===== src/rtl/secuenciador_trabajos.sv =====
// Job sequencer: queues hash jobs, resets and runs the core per job, scores the result.
// Latency fin->res_valid 1 cycle; job_ready = !full (low in reset); REPORT holds until res_ready.
module secuenciador_trabajos_fifo #(
  parameter int W     = 8,
  parameter int DEPTH = 4
) (
  input  logic         clk,
  input  logic         reset,
  input  logic         push,
  input  logic [W-1:0] din,
  input  logic         pop,
  output logic [W-1:0] dout,
  output logic         empty,
  output logic         full
);
  // Generic show-ahead FIFO: head is visible on dout whenever not empty.
  // Zero-cycle read latency; pushes while full and pops while empty are dropped.
  localparam int AW = $clog2(DEPTH);

  logic [W-1:0]  mem [DEPTH];
  logic [AW-1:0] wr_ptr;
  logic [AW-1:0] rd_ptr;
  logic [AW:0]   count;
  logic          do_push;
  logic          do_pop;

  assign full    = (count == (AW+1)'(DEPTH));
  assign empty   = (count == '0);
  assign do_push = push && !full;
  assign do_pop  = pop && !empty;
  assign dout    = mem[rd_ptr];

  always_ff @(posedge clk) begin
    if (do_push) mem[wr_ptr] <= din;
  end

  always_ff @(posedge clk) begin
    if (reset) begin
      wr_ptr <= '0;
      rd_ptr <= '0;
      count  <= '0;
    end else begin
      if (do_push) wr_ptr <= wr_ptr + 1'b1;
      if (do_pop)  rd_ptr <= rd_ptr + 1'b1;
      if (do_push && !do_pop)      count <= count + 1'b1;
      else if (!do_push && do_pop) count <= count - 1'b1;
    end
  end
endmodule

module secuenciador_trabajos #(
  parameter int NONCE_W  = 32,
  parameter int BOUNTY_W = 24,
  parameter int TARGET_W = 8,
  parameter int NUM_W    = 2,
  parameter int DEPTH    = 4,
  parameter int RST_CYC  = 4,
  parameter int TIMEOUT  = 4096,
  parameter int CNT_W    = 16
) (
  input  logic                clk,
  input  logic                reset,
  input  logic                job_valid,
  output logic                job_ready,
  input  logic [NUM_W-1:0]    job_num,
  input  logic [TARGET_W-1:0] job_target,
  input  logic [NONCE_W-1:0]  job_nonce_exp,
  output logic                dut_reset_L,
  output logic [NUM_W-1:0]    num_entradas,
  output logic [TARGET_W-1:0] target,
  input  logic                fin,
  input  logic [NONCE_W-1:0]  nonce_valido_out,
  input  logic [BOUNTY_W-1:0] bounty_out,
  output logic                res_valid,
  input  logic                res_ready,
  output logic                res_pass,
  output logic                res_timeout,
  output logic [NONCE_W-1:0]  res_nonce,
  output logic [BOUNTY_W-1:0] res_bounty,
  output logic [CNT_W-1:0]    pass_cnt,
  output logic [CNT_W-1:0]    fail_cnt,
  output logic                idle
);
  localparam int ENT_W   = NUM_W + TARGET_W + NONCE_W;
  localparam int TMR_MAX = (TIMEOUT > RST_CYC) ? TIMEOUT : RST_CYC;
  localparam int TMR_W   = $clog2(TMR_MAX) + 1;

  localparam logic [TMR_W-1:0] RST_LAST = TMR_W'(RST_CYC - 1);
  localparam logic [TMR_W-1:0] RUN_LAST = TMR_W'(TIMEOUT - 1);

  localparam logic [2:0] IDLE    = 3'd0;
  localparam logic [2:0] LOAD    = 3'd1;
  localparam logic [2:0] RST_DUT = 3'd2;
  localparam logic [2:0] RUN     = 3'd3;
  localparam logic [2:0] REPORT  = 3'd4;

  logic [2:0]         state;
  logic [TMR_W-1:0]   tmr;
  logic [NONCE_W-1:0] nonce_exp;
  logic [ENT_W-1:0]   fifo_head;
  logic               fifo_empty;
  logic               fifo_full;
  logic               fifo_push;
  logic               fifo_pop;

  assign job_ready = !fifo_full && !reset;
  assign fifo_push = job_valid && job_ready;
  assign fifo_pop  = (state == LOAD);

  secuenciador_trabajos_fifo #(
    .W     (ENT_W),
    .DEPTH (DEPTH)
  ) u_fifo (
    .clk   (clk),
    .reset (reset),
    .push  (fifo_push),
    .din   ({job_num, job_target, job_nonce_exp}),
    .pop   (fifo_pop),
    .dout  (fifo_head),
    .empty (fifo_empty),
    .full  (fifo_full)
  );

  // The core only sees reset released while a job is running or being reported.
  assign dut_reset_L = (state == RUN) || (state == REPORT);
  assign res_valid   = (state == REPORT);
  assign idle        = (state == IDLE) && fifo_empty;

  always_ff @(posedge clk) begin
    if (reset) begin
      state        <= IDLE;
      tmr          <= '0;
      num_entradas <= '0;
      target       <= '0;
      nonce_exp    <= '0;
      res_pass     <= 1'b0;
      res_timeout  <= 1'b0;
      res_nonce    <= '0;
      res_bounty   <= '0;
      pass_cnt     <= '0;
      fail_cnt     <= '0;
    end else begin
      case (state)
        IDLE: begin
          if (!fifo_empty) state <= LOAD;
        end
        LOAD: begin
          {num_entradas, target, nonce_exp} <= fifo_head;
          tmr   <= '0;
          state <= RST_DUT;
        end
        RST_DUT: begin
          if (tmr == RST_LAST) begin
            tmr   <= '0;
            state <= RUN;
          end else begin
            tmr <= tmr + 1'b1;
          end
        end
        RUN: begin
          // A fin on the last allowed cycle still counts as a normal completion.
          if (fin) begin
            res_nonce   <= nonce_valido_out;
            res_bounty  <= bounty_out;
            res_pass    <= (nonce_valido_out == nonce_exp);
            res_timeout <= 1'b0;
            state       <= REPORT;
          end else if (tmr == RUN_LAST) begin
            res_nonce   <= '0;
            res_bounty  <= '0;
            res_pass    <= 1'b0;
            res_timeout <= 1'b1;
            state       <= REPORT;
          end else begin
            tmr <= tmr + 1'b1;
          end
        end
        REPORT: begin
          if (res_ready) begin
            if (res_pass) begin
              if (pass_cnt != '1) pass_cnt <= pass_cnt + 1'b1;
            end else begin
              if (fail_cnt != '1) fail_cnt <= fail_cnt + 1'b1;
            end
            state <= fifo_empty ? IDLE : LOAD;
          end
        end
        default: state <= IDLE;
      endcase
    end
  end
endmodule

===== config.mk =====
export PLATFORM = sky130hd
export DESIGN_NAME = secuenciador_trabajos
export DESIGN_NICKNAME = d
export VERILOG_FILES = /design/src/rtl/secuenciador_trabajos.sv
export SDC_FILE = /design/constraint.sdc
export NUM_CORES = 1
export LEC_CHECK = 0
export CORE_UTILIZATION = 36
export CTS_CLUSTER_SIZE = 30
export DETAILED_ROUTE_END_ITERATION = 12
export GPL_TIMING_DRIVEN = 0
export PLACE_DENSITY = 0.57
export SYNTH_ARGS = -nofsm -noshare
export SYNTH_HDL_FRONTEND = slang
export SYNTH_HIERARCHICAL = 1
export SYNTH_SLANG_ARGS = --single-unit

===== constraint.sdc =====
create_clock -name clk -period 2.8 [get_ports clk]
set_input_delay 0.7 -clock clk [delete_from_list [all_inputs] [get_ports clk]]
set_output_delay 0.7 -clock clk [all_outputs]
set_load 0.01 [all_outputs]

==> results.md <==
* Outcome: completed
* # rows at 68
* Drt drc at 0
* DR WL met3 at 1.855 mm
* Period minus WS final at 2.652 ns
* Worst-Margin Slew at 0.8156 ns
* Routed length per instance at 18.95 um
* Final wirelength at 31.44 mm
* Clk pin slew, worst setup/hold paths at 0.06 ns
* Req. time, crit path at 2.10 ns
* Iteration-0 DRC Markers at 440
* Core area at 34630 um^2
* Hpwl dp at 21.18 mm
* Setup CP Type: reg2out
* Worst slack at placement at -1.007 ns
* Number of diodes at 0
* Worst skew pair latency at 0.52 ns
* Post-synth EDFFs at 168
* Gate Count Post-Synth at 933
* I/O Pins at 207
* Sequential area share after synthesis at 0.6445
* Pin count of the biggest net entering global routing at 43
* Root buf cell: clkbuf_16
* Synthesis-to-finish area growth at 31.09%
* Highest routed layer: met5
* Clock Sinks at 325
* CTS tree: yes
* Ys async rst share at 0
* Slew HR at 0.4562
* First-pass DRT Iterations at 5
* Via Count at 8438
* Cell Area, Synth at 12700 um^2
* Final hold violations at 0
* Port Buffers at 206
* Commonest non-fill, non-tap cells in the layout: clkdlybuf4s50_1 (203), edfxtp_1 (168), dfxtp_1 (154)
* Yosys reg bits at 325
* Final GP Congestion at 0.8060
* Final Max Slew Viols at 0
* Met1 Wirelength at 13.97 mm
* Worst VDD drop at 0.4420 mV
* Cts bufs inserted at 37
* Die Area at 36040 um^2
* Cts-stage hold buffer count at 0
* Commonest non-fill, non-tap cell in the layout: clkdlybuf4s50_1
* Power per cell area at 753.9 nW/um^2
* Initial antenna violation count at 2
* Initial Utilization at 0.3669
* Setup ws final at 0.1484 ns
* CP max stage delay at 0.54 ns
* Yosys warns at 6
* Routed Antenna Nets at 0
* Final setup violation count at 0
* Static leakage at 5.587 nW
* Maximum clock insertion buffer count at 3
* Die extent in y at 189.9 um
* Vias in the first global route at 8253
* Placed Area at 15340 um^2
* Hold Crit Class: reg2reg
* Total negative slack at 0 ns
* Max Cap Violations at 0
* Via density at 5.086
* Clock skew after layout at 0.01209 ns
* Routed wl met2 at 14.95 mm
* First-pass GRT wire length at 47.91 mm
* Critical-path cell list: clkbuf_4, nor2b_4, nand2_2, nand2_1, clkdlybuf4s50_1
* Slowest-stage cell, CP: clkdlybuf4s50_1
* Net count after synthesis at 1046
* RSZ-0062 raised after global routing: no
* Gr usage total at 0.1740
* Share of cells above drive strength 1 at 0.1271
* Worst Path Arrival at 1.95 ns
* Startpoint Class: flop
* Fin nets at 1288
* Setup crit end kind: output pin
* Synth Area per Inst at 13.62 um^2
* Synth Flop Type: edfxtp_1
* Max Fclk at 377.1 MHz
* CP max FO at 9
* Number of distinct library cells after synthesis at 64
* Grt total ovfl at 0
* Final Instance Area at 16650 um^2
* CTS H-tree depth at 2
* Postcts setup bufs at 0
* Width of the chip at 189.9 um
* Fin crit share at 0.9470
## metal layers
metal	global-route usage	vias up
met5	0	-
li1	-	4032
met2	0.2821	238
met1	0.2370	4115
met3	0.03228	49
met4	0.05025	4
## critical path, delay by kind of cell, from the launching register on
kind                   cells  cell delay, ns
and+or+nand+nor            3            0.40
buffers and inverters      2            0.73
DFF                        1            0.30
## sequential cells by signal, summed over array words and instances, names as in the netlist, 3 cells and up, named ones only
signal / flops
fail_cnt: 16
nonce_exp: 32
pass_cnt: 16
res_bounty: 24
res_nonce: 32
state: 3
target: 8
tmr: 13
u_fifo/count: 3
u_fifo/mem: 168
## Yosys cell counts (all sizes together) (2+ instances only)
cell type / number / area, um^2
a2111oi: 2 / 20.02
a211oi: 5 / 37.54
a21oi: 64 / 320.3
a22o: 56 / 490.5
a311oi: 2 / 17.52
a31o: 3 / 26.28
a31oi: 4 / 31.28
and2: 9 / 56.31
and3: 11 / 68.82
and4: 10 / 88.84
buf: 26 / 212.7
clkbuf: 24 / 90.09
dfxtp: 157 / 3143
edfxtp: 168 / 5045
ha: 9 / 112.6
inv: 11 / 41.29
mux2i: 5 / 50.05
mux4: 42 / 953.4
nand2: 107 / 401.6
nand2b: 4 / 25.02
nand3: 21 / 105.1
nand4: 14 / 87.58
nor2: 39 / 146.4
nor2b: 3 / 18.77
nor3: 7 / 35.03
nor3b: 4 / 40.03
nor4: 9 / 56.30
nor4b: 2 / 17.52
o211ai: 2 / 15.01
o21ai: 16 / 91.34
o311ai: 2 / 17.52
o31ai: 12 / 95.09
or2: 2 / 12.51
or3: 10 / 63.81
or4: 7 / 56.30
xnor2: 28 / 245.2
xor2: 23 / 201.4
## path summary, 6_finish.rpt
check	start	endpoint	slack [ns]	cells after the start
min	target[0]$_SDFFE_PP0P_	target[0]$_SDFFE_PP0P_	0.45	2
min reg2reg	target[0]$_SDFFE_PP0P_	target[0]$_SDFFE_PP0P_	0.45	2
max	state[1]$_SDFFE_PP0P_	dut_reset_L	0.15	5
max reg2reg	state[0]$_SDFFE_PP0P_	u_fifo/count[2]$_SDFFE_PP0P_	0.19	11
## through the flow
stage	util	power, mW	hold WS, ns	cells
2_1_floorplan	-	6.953	0.4481	933
3_3_place_gp	0.4431	7.733	0.4433	1594
3_5_place_dp	0.4431	7.764	0.4464	1594
4_1_cts	0.4801	12.68	0.4541	1660
5_1_grt	0.4809	13.11	0.4813	1659
6_report	0.4809	12.55	0.4542	1659
## area by class of cell
type	instances	area [um^2]
Buffer	47	302.8
Clock buffer	52	1095
Clock inverter	16	151.4
Fill cell	3062	17970
Inverter	12	50.05
Multi-Input combinational cell	546	4232
Sequential cell	325	8192
Tap cell	455	569.3
Timing Repair Buffer	206	2062
## power breakdown
part | leakage (nW) | internal (mW) | switching (mW) | total (mW)
combinational | 2.18 | 1.01 | 1.10 | 2.11
sequential | 2.79 | 5.37 | 0.215 | 5.59
clock | 0.612 | 2.93 | 1.93 | 4.85
## cell families (layout without fill, tap and decap cells)
group | Yosys count | in the layout | share of synthesized area
flip-flops | 325 | 325 | 0.6445
XOR/XNOR | 51 | 51 | 0.03516
buffers and inverters | 62 | 333 | 0.02738
multiplexers | 47 | 47 | 0.07899
AND/OR/NAND/NOR | 262 | 262 | 0.1036
AO/OA/AOI/OAI | 176 | 176 | 0.09987
adder cells (fa/ha/maj) | 10 | 10 | 0.01044
## what timing repair did
action | CTS | global route
pin swaps | 1 | 0
endpoints found under the setup margin | 174 | 3
resized for setup | 17 | 9
Power figures use the tool's default switching activity.
